### config.mk
export PLATFORM = sky130hd
export DESIGN_NAME = change_dispense_ctrl
export DESIGN_NICKNAME = d
export VERILOG_FILES = /design/src/rtl/change_dispense_ctrl.sv
export SDC_FILE = /design/constraint.sdc
export NUM_CORES = 1
export LEC_CHECK = 0
export ABC_AREA = 1
export CORE_ASPECT_RATIO = 1.25
export CORE_MARGIN = 5
export CORE_UTILIZATION = 30
export CTS_BUF_LIST = sky130_fd_sc_hd__clkbuf_8
export DETAILED_ROUTE_END_ITERATION = 8
export GPL_TIMING_DRIVEN = 0
export PLACE_DENSITY = 0.53
export SLEW_MARGIN = 10
export SYNTH_ARGS = -nofsm -noshare
export SYNTH_HDL_FRONTEND = slang
export SYNTH_SLANG_ARGS = --single-unit
### constraint.sdc
create_clock -name clk -period 6.9 [get_ports clk]
set_input_delay 1.38 -clock clk [delete_from_list [all_inputs] [get_ports clk]]
set_output_delay 1.38 -clock clk [all_outputs]
set_load 0.02 [all_outputs]
### src/rtl/change_dispense_ctrl.sv
// Coin-change dispense controller: greedily ejects 50/25/10/5c coins from four hoppers
// until the owed amount is paid, with inter-coin spacing, ack timeout and abort handling.
module change_dispense_ctrl #(
    parameter int GAP_CYC     = 16,
    parameter int TIMEOUT_CYC = 1000000
) (
    input  logic        clk,
    input  logic        rst,
    input  logic        start,
    input  logic [11:0] amount,
    input  logic        abort,
    input  logic [3:0]  hop_empty,
    input  logic        hop_ack,
    output logic        hop_req,
    output logic [1:0]  hop_sel,
    output logic        busy,
    output logic        done,
    output logic        err_short,
    output logic        err_timeout,
    output logic [11:0] remaining
);

    localparam int CNT_MAX = (TIMEOUT_CYC > GAP_CYC) ? TIMEOUT_CYC : GAP_CYC;
    localparam int CW      = $clog2(CNT_MAX + 1);
    localparam logic [CW-1:0] TO_LAST  = CW'(TIMEOUT_CYC - 1);
    localparam logic [CW-1:0] GAP_LAST = CW'(GAP_CYC - 1);

    typedef enum logic [2:0] {
        IDLE,
        SELECT,
        REQ,
        GAP,
        FIN
    } state_t;

    state_t        state;
    logic [CW-1:0] cnt;
    logic          pick_ok;
    logic [1:0]    pick_sel;

    function automatic logic [11:0] coin_value(input logic [1:0] sel);
        case (sel)
            2'd3:    return 12'd50;
            2'd2:    return 12'd25;
            2'd1:    return 12'd10;
            default: return 12'd5;
        endcase
    endfunction

    // Largest stocked denomination that still fits into the amount owed.
    always_comb begin
        // NOTE: defaults first so every path assigns both signals and no latch is inferred.
        pick_ok  = 1'b0;
        pick_sel = 2'd0;
        for (int i = 3; i >= 0; i--) begin
            if (!pick_ok && !hop_empty[i] && coin_value(2'(i)) <= remaining) begin
                pick_ok  = 1'b1;
                pick_sel = 2'(i);
            end
        end
    end

    // NOTE: non-blocking assignments only, so every register updates from pre-edge values.
    always_ff @(posedge clk or negedge rst) begin
        if (!rst) begin
            state       <= IDLE;
            cnt         <= '0;
            hop_req     <= 1'b0;
            hop_sel     <= 2'd0;
            busy        <= 1'b0;
            done        <= 1'b0;
            err_short   <= 1'b0;
            err_timeout <= 1'b0;
            remaining   <= '0;
        end else begin
            done <= 1'b0;
            unique case (state)
                IDLE: begin
                    if (start) begin
                        remaining   <= amount;
                        err_short   <= 1'b0;
                        err_timeout <= 1'b0;
                        busy        <= 1'b1;
                        state       <= SELECT;
                    end
                end
                SELECT: begin
                    if (abort || remaining == '0) begin
                        state <= FIN;
                    end else if (pick_ok) begin
                        hop_sel <= pick_sel;
                        hop_req <= 1'b1;
                        cnt     <= '0;
                        state   <= REQ;
                    end else begin
                        err_short <= 1'b1;
                        state     <= FIN;
                    end
                end
                REQ: begin
                    // An ack always counts the coin, even when abort arrives with it.
                    if (hop_ack) begin
                        remaining <= remaining - coin_value(hop_sel);
                        hop_req   <= 1'b0;
                        cnt       <= '0;
                        state     <= abort ? FIN : GAP;
                    end else if (abort) begin
                        hop_req <= 1'b0;
                        state   <= FIN;
                    end else if (cnt == TO_LAST) begin
                        err_timeout <= 1'b1;
                        hop_req     <= 1'b0;
                        state       <= FIN;
                    end else begin
                        cnt <= cnt + 1'b1;
                    end
                end
                GAP: begin
                    if (abort) begin
                        state <= FIN;
                    end else if (cnt == GAP_LAST) begin
                        state <= SELECT;
                    end else begin
                        cnt <= cnt + 1'b1;
                    end
                end
                FIN: begin
                    done  <= 1'b1;
                    busy  <= 1'b0;
                    cnt   <= '0;
                    state <= IDLE;
                end
                default: state <= IDLE;
            endcase
        end
    end

endmodule

; Word-level counts from Yosys, hierarchy flattened
; Index checks and enable logic that the tools add are counted.
[totals]
register_bits = 42
latch_bits = 0
mem_bits_rw = 0
mem_bits_ro = 0
out_inout_bits = 19
wordCells = 118
mem_count = 0
[op_classes]
addsub = 2
multipliers = 0
div_mod_pow = 0
magnitude_cmp = 4
n_eq_ne = 23
shift = 0
n_mux = 49
bitwise_logic = 1
n_reduce_logical = 30
[ops]
columns = op, n
row1 = $mux 20, 7
row2 = $pmux 20 s4, 1
row3 = $mux 12, 4
row4 = $mux 3, 9
row5 = $pmux 12 s2, 1
row6 = $add 20x1->20 const B, 1
row7 = $eq 20x20->1 const B, 1
row8 = $eq 20x4->1 const B, 1
row9 = $ne 2x2->1 const B, 10
row10 = $pmux 6 s3, 1
row11 = $mux 1, 17
row12 = $le 3x12->1 const A, 1
row13 = $le 4x12->1 const A, 1
row14 = $le 5x12->1 const A, 1
row15 = $le 6x12->1 const A, 1
row16 = $logic_not 12->1, 1
row17 = $pmux 3 s4, 1
row18 = $sub 12x12->12, 1
row19 = $ne 3x3->1 const B, 3
row20 = $reduce_and 3->1, 3
row21 = $mux 2, 4
row22 = $pmux 1 s2, 4
row23 = $reduce_and 4->1, 2
row24 = $reduce_bool 2->1, 4
row25 = 15 further kinds, 29

; Longest topological paths before layout
[logic_depth]
depth_word = 18
depth_mapped = 15

; Least setup slack after synthesis
; OpenSTA, ideal clock, no wires.
[synth_timing]
path_kind = register -> register
startpoint = reg hop_sel[0]
endpoint = reg remaining[10]
setup_ns = 0.083
arrival_ns = 2.399
t_required_ns = 6.817
slack_ns = 4.418
stages_incl_launch_ff = 16
synth_period_minus_slack_ns = 2.482
path_cell_list = dfrtp_1 -> inv_1 -> ha_1 -> or2_2 -> ha_1 -> fa_1 -> nand3b_1 -> nand2_1 -> nand2_1 -> nand2_1 -> a21oi_1 -> nand2_1 -> nand2_1 -> nand2_1 -> nor2_1 -> o21ai_0
[synth_between]
elab_chain_len = 7
[synth_lines]
columns = item, line
row1 = start: declaration, 15  ; output logic [1:0] hop_sel,
row2 = start signal: assignment, 91  ; hop_sel <= pick_sel;
row3 = $eq 2x1->1 or $eq 2x2->1 (tied branches), 42  ; case (sel)
row4 = $pmux 6 s3 *, 42
row5 = $mux 12 *, 102  ; if (hop_ack) begin
row6 = $mux 12 *, 77  ; unique case (state)
row7 = $sub 12x12->12 *, 103  ; remaining <= remaining - coin_value(hop_sel);
row8 = $mux 12 *, 102
row9 = $pmux 12 s2 *, 77
row10 = end signal: assignment, 80  ; remaining <= amount;
row11 = end signal: assignment, 103
row12 = end: declaration, 20  ; output logic [11:0] remaining
; Mark *: on every way between the ends. The rest lies on a longest branch, timed or not. The select of a mux whose other input is x is not followed.
; A chain may end at the register's enable or synchronous reset.

; Worst setup path in the final report
[layout_timing]
startpoint = in abort
endpoint = reg cnt[16]
[layout_between]
elab_chain_len = 3
[layout_lines]
columns = item, line
row1 = start: declaration, 11  ; input logic abort,
row2 = $logic_or 1x1->1, 88  ; if (abort || remaining == '0) begin
row3 = $ne 2x2->1 (no source line), --
row4 = $reduce_and 7->1 (no source line) *, --
row5 = end signal: assignment, 115  ; cnt <= cnt + 1'b1;
row6 = end signal: assignment, 124  ; cnt <= cnt + 1'b1;
row7 = end: declaration, 37  ; logic [CW-1:0] cnt;
; Mark *: on every way between the ends. The rest lies on a longest branch, timed or not.

==> run summary <==
The flow ran to the end, and the final reports show no timing, DRC or antenna violations. The static power due to leakage came out at 1.87 nW. The via count of the first global-routing pass was 3396. The final route contains 3352 vias. The number of pins with negative max-slew slack in the final report is 0. The final non-filler cell area is 4060 µm². The later pin in the worst-skew pair is clocked with a latency of 310 ps. The maximum level of the CTS H-tree came out at 2.

After clock tree synthesis, the setup repair step added 0 buffers. The number of placed instances with taps included is 673. The detailed router finished its first iteration with 166 violations. In this run the clock root is driven by a sky130_fd_sc_hd__clkbuf_8. The critical path is of the in -> reg type. By instance count, the leading cell after synthesis is sky130_fd_sc_hd__nand2_1. The clock-pin transition on the worst setup and hold timing paths is 90 ps. The slowest stage of the critical path belongs to the cell sky130_fd_sc_hd__clkdlybuf4s50_1. The number of instances in the synthesized netlist came out at 498.

The worst hold path belongs to the class reg -> reg. The distinct cell type count after synthesis is 40. The buffering stage count on the worst path with inverters included came out at 3. The critical path's most frequent cell is sky130_fd_sc_hd__nand2_1. The combined global-route utilization of all metal layers came out at 0.147. Setup repair after global routing left no endpoint under its margin. The area of the die came out at 13500 µm².

By area the synthesized netlist is led by sky130_fd_sc_hd__dfrtp_1 (31%), sky130_fd_sc_hd__nand2_1 (15%), sky130_fd_sc_hd__nor2_1 (7.2%), sky130_fd_sc_hd__inv_1 (6.1%), sky130_fd_sc_hd__nand3_1 (5.3%). The placeable core region is 11100 µm². The quantity of gates resized following cts came out at 0. The repair_antennas step left the layout with diodes totalling 0. The peak supply drop came out at 0.191 mV. The effective utilization at floorplan is 0.305. The cell area after placement came out at 3960 µm². The main flop type after synthesis is sky130_fd_sc_hd__dfrtp_1. The post-synthesis area per instance came out at 6.79 µm². The warning count from the yosys run came out at 0. The initial antenna violation count is 0. The total power divided by cell area is 400 nW/µm². The TritonCTS clock tree is built.

The achievable clock frequency is 351 MHz. The number of routed nets with antenna violations is 0. The slew at the pin closest to its max-slew limit is 526 ps. The proportion of netlist area held by the largest area contributor came out at 0.311.

The count of buffers added on input and output ports is 39. The total of flip-flops plus latches after synthesis came out at 42. The number of buffers between clock root and the deepest sink came out at 2. After synthesis, the most frequently instantiated cells are sky130_fd_sc_hd__nand2_1 (138), sky130_fd_sc_hd__nor2_1 (65), sky130_fd_sc_hd__inv_1 (55). The largest fanout on the critical path came out at 10. The fraction of registers with async set or reset after synthesis came out at 1.00.

The post-detailed-routing wire length came out at 9850 µm. The average detailed-routed wire length per instance came out at 14.5 µm. The area growth from synthesis to final layout is 20.2%. The I/O pin count is 40. The number of placement rows is 43. Of the cells placed in the final design, the portion with a size suffix greater than 1 is 0.0952. Setup violations remaining at the end of the flow were counted as 0. The first global-routing pass estimated 16200 µm of wire.

STA classifies the critical path endpoint as a flip-flop. The weighted congestion reported at the end of routability-driven placement came out at 0.931. STA puts the critical path data required time at 7100 ps.

After the last flow step, the layout net total stands at 578. The synthesized area came out at 3380 µm². The arrival time at the worst endpoint is 3050 ps.

The worst relative slew slack is 0.649. On the critical path the largest part of the delay comes from buffers and inverters. The HPWL after detailed placement came out at 7770 µm. The final count of hold timing violations was 0. For this design, the CTS-stage hold fixing added 0 buffers. The clock net in this run drives a total of 42 sinks.

The max-cap violation count came out at 0. The total iterations of the first detailed-routing run is 4. The height of the chip came out at 129 µm. The clock arrives with 8.42 ps of skew. The overall overflow remaining after global route came out at 0. The worst path in the final design needs a cycle of 2850 ps, including I/O delays and setup. The final non-filler cell total is 681. The register area share after synthesis is 0.311. The synthesized design spends more area on one cell type than any other, namely sky130_fd_sc_hd__dfrtp_1. The critical path goes through clkdlybuf4s50_1 > inv_1 > o21ai_1 > nand2_1 > buf_2 > nand4_1 > nand2_1. In the finished design, the share of the clock period the worst path needs comes to 0.413.

For this run, design rule violations remaining after detail routing come to 0. The setup TNS came out at 0 ps. The count of flip-flops with a built-in enable after synthesis is 0. The average vias per placed instance came out at 4.92.

The largest net degree at the start of global routing came out at 23. The number of buffers created by CTS is 5. The delay of the slowest cell on the worst path is 540 ps.

The kind of launch point of the worst setup path is a primary input. The chip width is 105 µm. Fill cells in the final layout number 1200. The number of nets in the synthesized netlist is 531.
-- sequential cells by signal, summed over array words and instances, names as in the netlist --
name / count
state: 3
err_timeout: 1
hop_req: 1
remaining: 12
done: 1
busy: 1
cnt: 20
hop_sel: 2
err_short: 1
-- layer usage --
layer  wire length [µm]  share of wire  track usage  up-vias
li1                   -              -            -     1717
met1               4030           0.41        0.162     1556
met3                356          0.036       0.0286       13
met4                184          0.019       0.0474        0
met2               5280           0.54        0.282       66
met5                  0              0            0        -
-- cells by family (layout without fill, tap and decap cells) --
family                   after synthesis  count (layout)  share of synthesized area
XOR/XNOR                               7               7                     0.0181
AND/OR/NAND/NOR                      292             292                      0.403
adder cells (fa/ha/maj)               12              12                     0.0466
flip-flops                            42              42                      0.311
buffers and inverters                 75             123                     0.0984
AO/OA/AOI/OAI                         70              70                      0.123
-- where the power goes --
part | internal [mW] | switching, mW
combinational | 0.393 | 0.632
clock | 0.107 | 0.0978
sequential | 0.306 | 0.0896
total | 0.805 | 0.819
-- metrics by stage --
| stage | setup WS [ps] | total power, mW | hold WS (ps) | utilization |
|---|---|---|---|---|
| after floorplan | 4420 | 1.10 | 467 | - |
| after global placement | 3150 | 1.41 | 471 | 0.355 |
| after detailed placement | 3710 | 1.43 | 468 | 0.357 |
| after CTS | 4040 | 1.64 | 489 | 0.367 |
| after global routing | 3890 | 1.77 | 525 | 0.367 |
| final | 4050 | 1.62 | 486 | 0.367 |
-- layout make-up --
cell class                      count  area (µm²)  area share
Multi-Input combinational cell    381        2000       0.491
Clock buffer                        5        68.8      0.0169
Clock inverter                      3        40.0     0.00985
Buffer                             10        83.8      0.0206
Sequential cell                    42        1050       0.259
Tap cell                          135         169      0.0416
Inverter                           65         249      0.0613
Timing Repair Buffer               40         405      0.0998
-- placed cells by master, fill, tap and decap left out, drive strengths merged, types with 3 or more instances in the layout --
master,Yosys,routed
ha,11,11
o211ai,7,7
a21oi,19,19
clkbuf,2,7
nor2,76,76
xor2,6,6
clkdlybuf4s50,0,38
buf,8,10
a31oi,3,3
o21ai,33,33
nand2,140,140
dfrtp,42,42
inv,65,65
nor3,5,5
nand3,39,39
or2,4,4
nand4,23,23
o22ai,4,4
-- worst reg2reg max path, cell delays in order, from the launching register on --
cell and delay [ps]:
sky130_fd_sc_hd__dfrtp_1 440, sky130_fd_sc_hd__inv_1 90, sky130_fd_sc_hd__ha_1 210, sky130_fd_sc_hd__or2_2 310, sky130_fd_sc_hd__ha_1 210, sky130_fd_sc_hd__fa_1 410
sky130_fd_sc_hd__nand3b_1 180, sky130_fd_sc_hd__nand2_1 90, sky130_fd_sc_hd__nand2_1 60, sky130_fd_sc_hd__nand2_1 70, sky130_fd_sc_hd__a21oi_1 130, sky130_fd_sc_hd__nand2_1 110
sky130_fd_sc_hd__nand2_1 50, sky130_fd_sc_hd__nand2_1 60, sky130_fd_sc_hd__nor2_1 40, sky130_fd_sc_hd__o21ai_0 130
-- worst paths after layout --
path                                 start            end  slack (ps)  cells after the start
worst min-delay path             err_short      err_short         490                      2
worst max-delay path                 abort        cnt[16]        4050                      7
min in group asynchronous              rst        cnt[14]        1040                      1
max in group asynchronous              rst     hop_sel[1]        5350                      2
worst max register to register  hop_sel[0]  remaining[10]        4240                     15
worst min register to register   err_short      err_short         490                      2
No activity file was read; power rests on OpenSTA's default activity.
